--- config.mk ---
export PLATFORM = sky130hd
export DESIGN_NAME = rx_edge_bit_sampler
export DESIGN_NICKNAME = d
export VERILOG_FILES = /design/src/rtl/uart_rx_pkg.sv /design/src/rtl/rx_mid_sampler.sv /design/src/rtl/rx_edge_bit_sampler.sv
export SDC_FILE = /design/constraint.sdc
export NUM_CORES = 1
export LEC_CHECK = 0
export ABC_AREA = 1
export BUFFER_PORTS_ARGS = -buffer_cell sky130_fd_sc_hd__buf_2
export CORE_ASPECT_RATIO = 0.6
export CORE_UTILIZATION = 35
export DETAILED_ROUTE_END_ITERATION = 10
export PLACE_DENSITY = 0.66
export SYNTH_ARGS = -nofsm -noshare
export SYNTH_HDL_FRONTEND = slang
export SYNTH_SLANG_ARGS = --single-unit
export TNS_END_PERCENT = 1
--- constraint.sdc ---
create_clock -name clk -period 1.9 [get_ports clk]
set_input_delay 0.38 -clock clk [delete_from_list [all_inputs] [get_ports clk]]
set_output_delay 0.38 -clock clk [all_outputs]
set_load 0.005 [all_outputs]
--- src/rtl/uart_rx_pkg.sv ---
// uart_rx_pkg: shared widths, legal prescale values and frame bit indices for the UART receiver
package uart_rx_pkg;
  localparam int PRESC_W = 6;
  localparam int BITCNT_W = 4;
  localparam logic [PRESC_W-1:0] PRESC_8 = 6'd8;
  localparam logic [PRESC_W-1:0] PRESC_16 = 6'd16;
  localparam logic [PRESC_W-1:0] PRESC_32 = 6'd32;
  localparam logic [BITCNT_W-1:0] BIT_START = 4'd0;
  localparam logic [BITCNT_W-1:0] BIT_DATA_LAST = 4'd8;
  localparam logic [BITCNT_W-1:0] BIT_LAST_NOPAR = 4'd9;
  localparam logic [BITCNT_W-1:0] BIT_LAST_PAR = 4'd10;
endpackage

--- src/rtl/rx_mid_sampler.sv ---
// rx_mid_sampler: mid-bit capture and vote; RX_MAJORITY_VOTE_EN selects 2-of-3 majority, else single sample at H
module rx_mid_sampler
  import uart_rx_pkg::*;
(
  input  logic               clk,
  input  logic               RST,
  input  logic               RX_IN,
  input  logic               dat_samp_en,
  input  logic [PRESC_W-1:0] Prescale,
  input  logic [PRESC_W-1:0] edge_cnt,
  output logic               sampled_bit,
  output logic               sample_vld
);
  logic [PRESC_W-1:0] h;
  logic s1_q, bit_q, vote;
  assign h = Prescale >> 1;
  assign sample_vld = dat_samp_en && edge_cnt == h + PRESC_W'(2);
  assign sampled_bit = bit_q;
  always_ff @(posedge clk or negedge RST)
    if (!RST) begin
      s1_q <= 1'b1;
      bit_q <= 1'b1;
    end else if (dat_samp_en) begin
      if (edge_cnt == h) s1_q <= RX_IN;
      if (sample_vld) bit_q <= vote;
    end
`ifdef RX_MAJORITY_VOTE_EN
  logic s0_q, s2_q;
  always_ff @(posedge clk or negedge RST)
    if (!RST) begin
      s0_q <= 1'b1;
      s2_q <= 1'b1;
    end else if (dat_samp_en) begin
      if (edge_cnt == h - PRESC_W'(1)) s0_q <= RX_IN;
      if (edge_cnt == h + PRESC_W'(1)) s2_q <= RX_IN;
    end
  assign vote = (s0_q & s1_q) | (s0_q & s2_q) | (s1_q & s2_q);
`else
  assign vote = s1_q;
`endif
endmodule

--- src/rtl/rx_edge_bit_sampler.sv ---
// rx_edge_bit_sampler: oversampling edge/bit counters for the RX FSM plus mid-bit sampler
// (macro RX_MAJORITY_VOTE_EN enables the 3-sample majority vote in rx_mid_sampler)
module rx_edge_bit_sampler
  import uart_rx_pkg::*;
(
  input  logic                clk,
  input  logic                RST,
  input  logic                RX_IN,
  input  logic                enable,
  input  logic                dat_samp_en,
  input  logic                PAR_EN,
  input  logic [PRESC_W-1:0]  Prescale,
  output logic [PRESC_W-1:0]  edge_cnt,
  output logic [BITCNT_W-1:0] bit_cnt,
  output logic                sampled_bit,
  output logic                sample_vld
);
  logic [PRESC_W-1:0] edge_q, edge_d;
  logic [BITCNT_W-1:0] bit_q, bit_d, last;
  logic wrap;
  // wrap back to BIT_START after the last bit is what releases the FSM from STOP
  always_comb begin
    last = PAR_EN ? BIT_LAST_PAR : BIT_LAST_NOPAR;
    wrap = edge_q == Prescale - PRESC_W'(1);
    edge_d = (!enable || wrap) ? '0 : edge_q + PRESC_W'(1);
    bit_d = !enable ? BIT_START : !wrap ? bit_q : (bit_q < last) ? bit_q + BITCNT_W'(1) : BIT_START;
  end
  always_ff @(posedge clk or negedge RST)
    if (!RST) begin
      edge_q <= '0;
      bit_q <= BIT_START;
    end else begin
      edge_q <= edge_d;
      bit_q <= bit_d;
    end
  assign edge_cnt = edge_q;
  assign bit_cnt = bit_q;
  rx_mid_sampler u_samp (
    .clk(clk),
    .RST(RST),
    .RX_IN(RX_IN),
    .dat_samp_en(dat_samp_en),
    .Prescale(Prescale),
    .edge_cnt(edge_q),
    .sampled_bit(sampled_bit),
    .sample_vld(sample_vld)
  );
endmodule
==> impl_results.md <==
- Status: completed
- Core Area: 2980 sq um
- Via density: 4.72
- Fin. max-slew vios: 0
- Max frequency: 554 MHz
- Die ar.: 3510 sq um
- #FFs+latches synth: 12
- Worst min path class: in2async
- # setup viols final: 0
- Clock Tree Buf Depth: 2
- Asr flop ratio synth: 1.00
- Cell Pwr Density: 583 nW/um^2
- Vias in the first global route: 981
- DRC: 0
- Critical Path AT: 1430 ps
- Pin count of the biggest net entering global routing: 13
- Slowest CP cell: ha_1
- Drt total wl: 2750 um
- Max stage delay on crit path: 330 ps
- R2R cell count: 9
- Sequential fraction of the synthesis area: 0.264
- RR Startpoint: edge_cnt[2]
- P_leak: 0.740 nW
- Placed cell area: 1340 sq um
- Fill count: 308
- Slew Limit Headroom: 0.747
- CP required: 1520 ps
- Final hold violations: 0
- Antenna diode count: 0
- Commonest cells post-synth: nand2_1 (34), inv_1 (18), dfrtp_1 (10)
- Overall power: 0.829 mW
- Antenna violations before repair: 0
- Initial Util: 0.384
- Dpl ws: 8.88 ps
- Tmin final: 1810 ps
- Syn_nets: 164
- Area of the multi-input gates: 764 sq um
- CTS sink count: 12
- I/O Buffers: 23
- CTS tree: built
- Final period util: 0.950
- Nature of the critical path endpoint: output port
- Reg2reg setup slack: 290 ps
- Gr ovfl total: 0
- Yosys warns: 0
- H-Tree Depth: 1
- Final Cell Area: 1420 sq um
- Overall routing resource usage: 0.170
- Die W: 75.8 um
- Layout cells sized above 1: 0.400
- Clock skew: 8.22 ps
- Die height: 46.3 um
- RSZ-0062 raised after global routing: no
- Seq. cell area: 305 sq um
- Boundary Pins: 24
- Nets: 195
- First-pass GRT wire length: 4350 um
- Initial drt markers: 70
- CTS Buf Count: 3
- CTS Root Buffer Type: clkbuf_8
- Sum of negative setup slack: 0 ps
- Register clock-pin slew on the reported worst setup and hold paths: 60 ps
- P&R area growth vs syn: 24.0%
- Largest area contributor in the netlist: dfrtp_1
- Mapped Cells: 145
- Antenna Nets Post-Route: 0
- Worst Max-Slew Pin Slew: 379 ps
- Crit Path Category: in2out
- Ys flop type: dfrtp_1
- Mapped Area: 1140 sq um
- Unique masters post-synth: 31
- EDFF count, synth: 0
- Final worst-path setup slack: 94.2 ps
- Critical Path Most Common Cell: buf_2
- WL/cell: 12.7 um
- Max IR drop VDD: 0.287 mV
- First drt pass iteration count: 4
- Max-cap viol count: 0
- Average size of a mapped cell: 7.90 sq um
- Routability Congestion: 0.845
- CP max FO: 4
- Worst hold margin: 6.38 ps
- Area share of the largest cell type after synthesis: 0.219
- HPWL after DPL: 2200 um
- Row cnt: 15
- Cell with the most instances after synthesis: nand2_1
- Ranking of synthesized cells by area: dfrtp_1 (22%), nand2_1 (11%), ha_1 (7.7%), nand3_2 (6.1%), xor2_1 (6.1%)
- Terminus of the critical flop-to-flop path: edge_cnt[4]
- Worst Setup Start Kind: input port
- Skew-Pair Late Insertion Delay: 250 ps
- Worst path cell trace: buf_2 -> inv_1 -> ha_1 -> xnor2_2 -> nand4_2 -> nor2_2 -> buf_2
- Vias: 1025
-- registers in the layout, indices dropped and copies added, names as in the netlist --
register and flops:
bit_cnt 4, u_samp.sampled_bit 1, u_samp.s1_q 1, edge_cnt 6
-- worst max path at each step --
stage | from | endpoint | slack (ps)
2_1_floorplan | Prescale[0] | edge_cnt[2] | 330
3_3_place_gp | Prescale[2] | sample_vld | 80
3_5_place_dp | Prescale[2] | sample_vld | 9
4_1_cts | Prescale[2] | sample_vld | 20
5_1_grt | edge_cnt[3] | sample_vld | 2
6_report | Prescale[2] | sample_vld | 90
-- per-layer routing --
layer	share of wire	GRT usage	vias up
met5	0	0	-
met4	0.0015	0.0333	0
met3	0.065	0.0416	2
met2	0.45	0.265	36
met1	0.49	0.238	469
li1	-	-	518
-- cell usage in the layout, fill, tap and decap left out, drive strengths merged --
master and n:
nand3b 1, buf 29, dfrtp 10, nor3 1, ha 7, nand3 16, xor2 8, nor2 14
nand2 39, a21boi 2, a21oi 4, nor3b 1, clkbuf 4, dfstp 2, o211ai 1, mux2i 1
inv 22, xnor2 6, o21ai 2, nand4 5
-- critical path, delay by kind of cell --
kind	cells	cell delay, ps
xor gates and xnor gates	1	160
adders and majority gates	1	330
buffers and inverters	3	300
and+or+nand+nor	2	260
-- cell type report --
cell class,instances,area share
Multi-Input combinational cell,108,0.538
Clock buffer,4,0.0388
Sequential cell,12,0.215
Tap cell,42,0.0370
Timing Repair Buffer,29,0.113
Inverter,22,0.0581
-- cell families (layout without fill, tap and decap cells) --
family	after synthesis	count (layout)	synth area share
buffers and inverters	25	55	0.0896
XOR/XNOR	14	14	0.107
flip-flops	12	12	0.264
AO/OA/AOI/OAI	9	9	0.0492
AND/OR/NAND/NOR	77	77	0.404
adder cells (fa/ha/maj)	7	7	0.0765
multiplexers	1	1	0.00874
-- where the power goes --
part           total (mW)  switching (mW)  internal [mW]  leakage [nW]
clock network       0.280          0.0968          0.183        0.0288
registers           0.317          0.0235          0.293         0.155
logic               0.232           0.136         0.0962         0.556
-- per-stage QoR --
stage | utilization | instances
floorplan | - | 145
global placement | 0.448 | 213
detailed placement | 0.448 | 213
CTS | 0.467 | 217
global route | 0.476 | 217
finish | 0.476 | 217
-- repair_timing --
action,in CTS,in global routing
hold buffers,0,0
buffers inserted,0,0
setup endpoints to repair,0,1
gates resized for setup,0,6
Power figures use the tool's default switching activity.
